**config.mk**
```make
export PLATFORM = sky130hd
export DESIGN_NAME = mux_bus_arbiter
export DESIGN_NICKNAME = d
export VERILOG_FILES = /design/src/rtl/mux_arb_pkg.sv /design/src/rtl/rr_pick4.sv /design/src/rtl/mux_bus_arbiter.sv
export SDC_FILE = /design/constraint.sdc
export NUM_CORES = 1
export LEC_CHECK = 0
export ABC_AREA = 1
export BUFFER_PORTS_ARGS = -buffer_cell sky130_fd_sc_hd__buf_2
export CORE_MARGIN = 2
export CORE_UTILIZATION = 55
export CTS_CLUSTER_DIAMETER = 40
export DETAILED_ROUTE_END_ITERATION = 10
export MAX_ROUTING_LAYER = met4
export PLACE_DENSITY = 0.75
export SYNTH_ARGS = -nofsm -noshare
export SYNTH_HDL_FRONTEND = slang
export SYNTH_SLANG_ARGS = --single-unit
export TNS_END_PERCENT = 50
```
**constraint.sdc**
```tcl
create_clock -name clk -period 3.16 [get_ports clk]
set_clock_uncertainty 0.05 [all_clocks]
set_input_delay 0.632 -clock clk [delete_from_list [all_inputs] [get_ports clk]]
set_output_delay 0.632 -clock clk [all_outputs]
set_load 0.02 [all_outputs]
```
**src/rtl/mux_arb_pkg.sv**
```systemverilog
`default_nettype none
// ============================================================================
// Module   : mux_arb_pkg
// Brief    : Shared constants, state encoding and helpers for mux_bus_arbiter.
// Revision : 1.0 - initial release
// ============================================================================
package mux_arb_pkg;

    localparam int N_REQ = 4;
    localparam int SEL_W = 2;

    typedef enum logic [0:0] {
        IDLE  = 1'b0,
        OWNED = 1'b1
    } arb_state_e;

    function automatic logic [SEL_W-1:0] onehot_to_idx(input logic [N_REQ-1:0] oh);
        logic [SEL_W-1:0] idx;
        idx = '0;
        for (int i = 0; i < N_REQ; i++) begin
            if (oh[i]) begin
                idx = idx | SEL_W'(i);
            end
        end
        return idx;
    endfunction

endpackage
`default_nettype wire

```
**src/rtl/rr_pick4.sv**
```systemverilog
`default_nettype none
// ============================================================================
// Module   : rr_pick4
// Brief    : Combinational rotating-priority picker; scan starts after last_ptr.
// Revision : 1.0 - initial release
// ============================================================================
module rr_pick4
    import mux_arb_pkg::*;
(
    input  logic [N_REQ-1:0] req,
    input  logic [SEL_W-1:0] last_ptr,
    output logic             valid,
    output logic [SEL_W-1:0] idx
);

    logic [N_REQ-1:0] w_win;
    logic [SEL_W-1:0] w_pos;

    // Offset N_REQ wraps back to last_ptr itself, so it is scanned last.
    always_comb begin
        w_win = '0;
        w_pos = '0;
        for (int i = 1; i <= N_REQ; i++) begin
            w_pos = last_ptr + SEL_W'(i);
            if (req[w_pos] && (w_win == '0)) begin
                w_win[w_pos] = 1'b1;
            end
        end
    end

    assign valid = |req;
    assign idx   = onehot_to_idx(w_win);

endmodule
`default_nettype wire

```
**src/rtl/mux_bus_arbiter.sv**
```systemverilog
`default_nettype none
// ============================================================================
// Module   : mux_bus_arbiter
// Brief    : Round-robin 4-way bus arbiter with hold timeout and mux select.
// Revision : 1.0 - initial release
// ============================================================================
module mux_bus_arbiter
    import mux_arb_pkg::*;
#(
    parameter int MAX_HOLD = 16,
    parameter int CNT_W    = 5
) (
    input  logic             clk,
    input  logic             rst_n,
    input  logic [N_REQ-1:0] req,
    input  logic [N_REQ-1:0] done,
    output logic [N_REQ-1:0] gnt,
    output logic [SEL_W-1:0] sel,
    output logic             busy,
    output logic             timeout
);

    localparam logic [CNT_W-1:0] c_hold_last = (MAX_HOLD == 0) ? '0 : CNT_W'(MAX_HOLD - 1);

    arb_state_e       state_q,    state_d;
    logic [N_REQ-1:0] gnt_q,      gnt_d;
    logic [SEL_W-1:0] sel_q,      sel_d;
    logic [CNT_W-1:0] hold_cnt_q, hold_cnt_d;
    logic [SEL_W-1:0] last_ptr_q, last_ptr_d;
    logic             timeout_q,  timeout_d;

    logic [N_REQ-1:0] w_pick_req;
    logic [SEL_W-1:0] w_pick_ptr;
    logic             w_pick_valid;
    logic [SEL_W-1:0] w_pick_idx;
    logic             w_rel_done;
    logic             w_rel_drop;
    logic             w_rel_hold;
    logic             w_release;

    // While owned, the current owner becomes the rotation pointer so a
    // release hands over in the same cycle without an idle bubble.
    always_comb begin
        w_rel_done = done[sel_q];
        w_rel_drop = ~req[sel_q];
        w_rel_hold = (MAX_HOLD != 0) && (hold_cnt_q == c_hold_last);
        w_release  = (state_q == OWNED) && (w_rel_done || w_rel_drop || w_rel_hold);
        w_pick_ptr = (state_q == OWNED) ? sel_q : last_ptr_q;
        w_pick_req = req;
        if ((state_q == OWNED) && w_rel_done) begin
            w_pick_req[sel_q] = 1'b0;
        end
    end

    rr_pick4 u_pick (
        .req      (w_pick_req),
        .last_ptr (w_pick_ptr),
        .valid    (w_pick_valid),
        .idx      (w_pick_idx)
    );

    always_comb begin
        state_d    = state_q;
        gnt_d      = gnt_q;
        sel_d      = sel_q;
        hold_cnt_d = hold_cnt_q;
        last_ptr_d = last_ptr_q;
        timeout_d  = 1'b0;
        case (state_q)
            IDLE: begin
                if (w_pick_valid) begin
                    state_d             = OWNED;
                    gnt_d               = '0;
                    gnt_d[w_pick_idx]   = 1'b1;
                    sel_d               = w_pick_idx;
                    hold_cnt_d          = '0;
                end
            end
            OWNED: begin
                if (w_release) begin
                    last_ptr_d = sel_q;
                    // A simultaneous done or req drop counts as a normal release.
                    timeout_d  = w_rel_hold & ~w_rel_done & ~w_rel_drop;
                    hold_cnt_d = '0;
                    if (w_pick_valid) begin
                        gnt_d             = '0;
                        gnt_d[w_pick_idx] = 1'b1;
                        sel_d             = w_pick_idx;
                    end else begin
                        state_d = IDLE;
                        gnt_d   = '0;
                    end
                end else if ((MAX_HOLD != 0) && (hold_cnt_q != '1)) begin
                    hold_cnt_d = hold_cnt_q + CNT_W'(1);
                end
            end
            default: begin
                state_d = IDLE;
                gnt_d   = '0;
            end
        endcase
    end

    always_ff @(posedge clk or negedge rst_n) begin
        if (!rst_n) begin
            state_q    <= IDLE;
            gnt_q      <= '0;
            sel_q      <= '0;
            hold_cnt_q <= '0;
            last_ptr_q <= SEL_W'(N_REQ - 1);
            timeout_q  <= 1'b0;
        end else begin
            state_q    <= state_d;
            gnt_q      <= gnt_d;
            sel_q      <= sel_d;
            hold_cnt_q <= hold_cnt_d;
            last_ptr_q <= last_ptr_d;
            timeout_q  <= timeout_d;
        end
    end

    assign gnt     = gnt_q;
    assign sel     = sel_q;
    assign busy    = |gnt_q;
    assign timeout = timeout_q;

endmodule
`default_nettype wire
```
==> impl_metrics.json <==
{
  "status": "complete, no violations",
  "drive_gt1_share_pct": 31.5,
  "async_flop_share_pct": 100,
  "cts_tree": "yes",
  "grt_pass1_wl_um": 4810,
  "drt-initial-drc-count": 26,
  "seq_area_frac_synth_pct": 27.5,
  "critPathMaxStageDelay_ns": 0.53,
  "yosysTopAreaCell": "dfrtp_1",
  "row_count": 18,
  "core_area_um2": 2430,
  "cp-start-kind": "register",
  "ys.flop_type": "dfrtp_1",
  "avgSynthCellArea_um2": 7.77,
  "hpwl_um": 2300,
  "synth_cell_types": 33,
  "crit_fanout": 10,
  "grt_start_max_net_pins": 16,
  "yosys-top-cells-count": "nand2_1, nand3_1, inv_1, dfrtp_1, ha_1",
  "place_area_um2": 1490,
  "pre_cts_ws_ns": 0.293,
  "min_period_over_period_pct": 88.4,
  "clock-root-buffer": "clkbuf_4",
  "dieArea_um2": 2920,
  "synth_top_area_share_pct": 23.7,
  "post-route-drc-count": 0,
  "track_usage_pct": 23.0,
  "routedWlPerCell_um": 12.1,
  "rsz0062_at_grt": "no",
  "cts_buffer_depth": 2,
  "pin_count": 18,
  "r2r_slack_ns": 0.37,
  "cts_sinks": 15,
  "num_vias": 1231,
  "setup_viol": 0,
  "worstSetupEndpointType": "register",
  "drt_wl_total_um": 2750,
  "portBuffers": 17,
  "worst_pin_slew_ns": 0.402,
  "overflow": 0,
  "clk-insertion-delay-late_ns": 0.29,
  "ys_top_cells_by_area": "dfrtp_1, nand2_1, ha_1",
  "chipWidth_um": 54,
  "antenna_found_initial": 0,
  "cp.required_ns": 3.28,
  "firstDrtPassIters": 4,
  "rr_worst_depth": 16,
  "layout.nets": 219,
  "cp_slowest_cell": "dfrtp_1",
  "clk_pin_slew_ns": 0.09,
  "place.gp.congestion": 0.824,
  "r2r_end": "sel[1]",
  "synth_seq_cells": 15,
  "cts_made_buffers": 3,
  "cp.arrival_ns": 2.91,
  "drv_slew": 0,
  "start_util_pct": 56.5,
  "crit_chain": "o21ai_4 -> ha_1 -> inv_1 -> nand3_4 -> nand3_4 -> nand2_2 -> inv_2 -> nand3_2 -> nand2_2 -> nor2_1 -> nand3_1 -> nand2_1 -> nor3b_2 -> nand2_2 -> nand2_1 -> o21ai_0",
  "syn_area_um2": 1380,
  "postCtsSetupBuffers": 0,
  "worst_slack_ns": 0.366,
  "synth-edff-count": 0,
  "ant_nets": 0,
  "setup_tns_ns": 0,
  "antenna_cells": 0,
  "design_area_um2": 1520,
  "yosysMostFrequentCell": "nand2_1",
  "hp-class": "in -> async",
  "area_growth_pct": 10.4,
  "htree_levels": 1,
  "period_needed_ns": 2.79,
  "maxCapViolations": 0,
  "crit_path_frequent_cell": "nand2_2",
  "yosysWarnings": 0,
  "max_freq_mhz": 358,
  "viasPerCell": 5.42,
  "grt_pass1_vias": 1188,
  "hold_viol_final": 0,
  "fp.dieH_um": 54,
  "netlist_instances": 177,
  "max_slew_margin_pct": 73.2,
  "syn-num-nets": 198,
  "timing.rr.start": "state_q",
  "crit_type": "reg -> reg"
}
flip-flops by register name, summed over array words and instances, names as in the netlist:
name        cells
sel             2
last_ptr_q      2
timeout         1
hold_cnt_q      5
gnt             4
state_q         1
cell usage in the layout (no fill, tap or decap), drive strengths merged:
master | netlist | layout
a21boi | 1 | 1
a21oi | 1 | 1
a22oi | 2 | 2
a32o | 1 | 1
buf | 1 | 17
clkbuf | 0 | 3
clkinv | 1 | 2
dfrtp | 13 | 13
dfstp | 2 | 2
ha | 11 | 11
inv | 22 | 22
mux2i | 1 | 1
nand2 | 54 | 54
nand3 | 33 | 33
nand4 | 3 | 3
nor2 | 13 | 13
nor3 | 1 | 1
nor3b | 1 | 1
o2111ai | 1 | 1
o21ai | 9 | 9
o22ai | 2 | 2
o311ai | 1 | 1
or2 | 1 | 1
or4 | 1 | 1
xor2 | 1 | 1
per-layer routing:
metal	global-route usage [%]	vias up	share of wire, %
li1	-	631	-
met3	1.39	8	2.8
met4	10.0	0	2.6
met2	41.9	21	54
met5	-	-	0
met1	25.7	571	41
metrics by stage:
step | util (%) | hold slack, ns | cells
global route | 62.4 | 0.193 | 227
detailed placement | 61.1 | 0.439 | 223
finish | 62.4 | 0.175 | 227
floorplan | - | 0.286 | 177
CTS | 62.2 | 0.186 | 227
global placement | 61.1 | 0.428 | 223
repair_timing:
action | 4_1_cts | 5_1_grt
endpoints found under the setup margin | 0 | 6
hold buffers | 0 | 0
resized for setup | 0 | 1
worst max-delay path, delay by kind of cell (launching register included):
family	cells	cell delay, ns
adders and majority gates	1	0.34
buffers and inverters	2	0.22
DFF	1	0.53
AOI/OAI and AO/OA	2	0.46
and+or+nand+nor	11	1.08
area by class of cell:
type	count	area [µm²]
timing repair buffer	17	85.1
tap	30	37.5
clock buffer	3	22.5
multi-input combinational	138	901
fill	233	915
clock inverter	1	5.00
inverter	23	88.8
sequential	15	378
worst max-delay path by stage:
stage | start | to | slack (ns) | cells after the start
after global placement | state_q | sel[1] | 0.40 | 16
after CTS | state_q | sel[1] | 0.28 | 16
after global routing | state_q | gnt[3] | 0.11 | 17
after detailed placement | state_q | sel[1] | 0.29 | 16
after floorplan | sel[1] | sel[1] | 0.56 | 18
final | state_q | sel[1] | 0.37 | 16
logic make-up (layout without fill, tap and decap cells):
group	Yosys count	after routing	share of synthesized area (%)
AND/OR/NAND/NOR	107	107	43.6
buffers and inverters	24	44	7.28
AO/OA/AOI/OAI	18	18	10.3
flip-flops	15	15	27.5
adder cells (fa/ha/maj)	11	11	10.0
XOR/XNOR	1	1	0.637
multiplexers	1	1	0.728
Power is left out: the tool's default activity adds up to more than one toggle a clock period on the data nets, which glitch-free logic cannot reach.
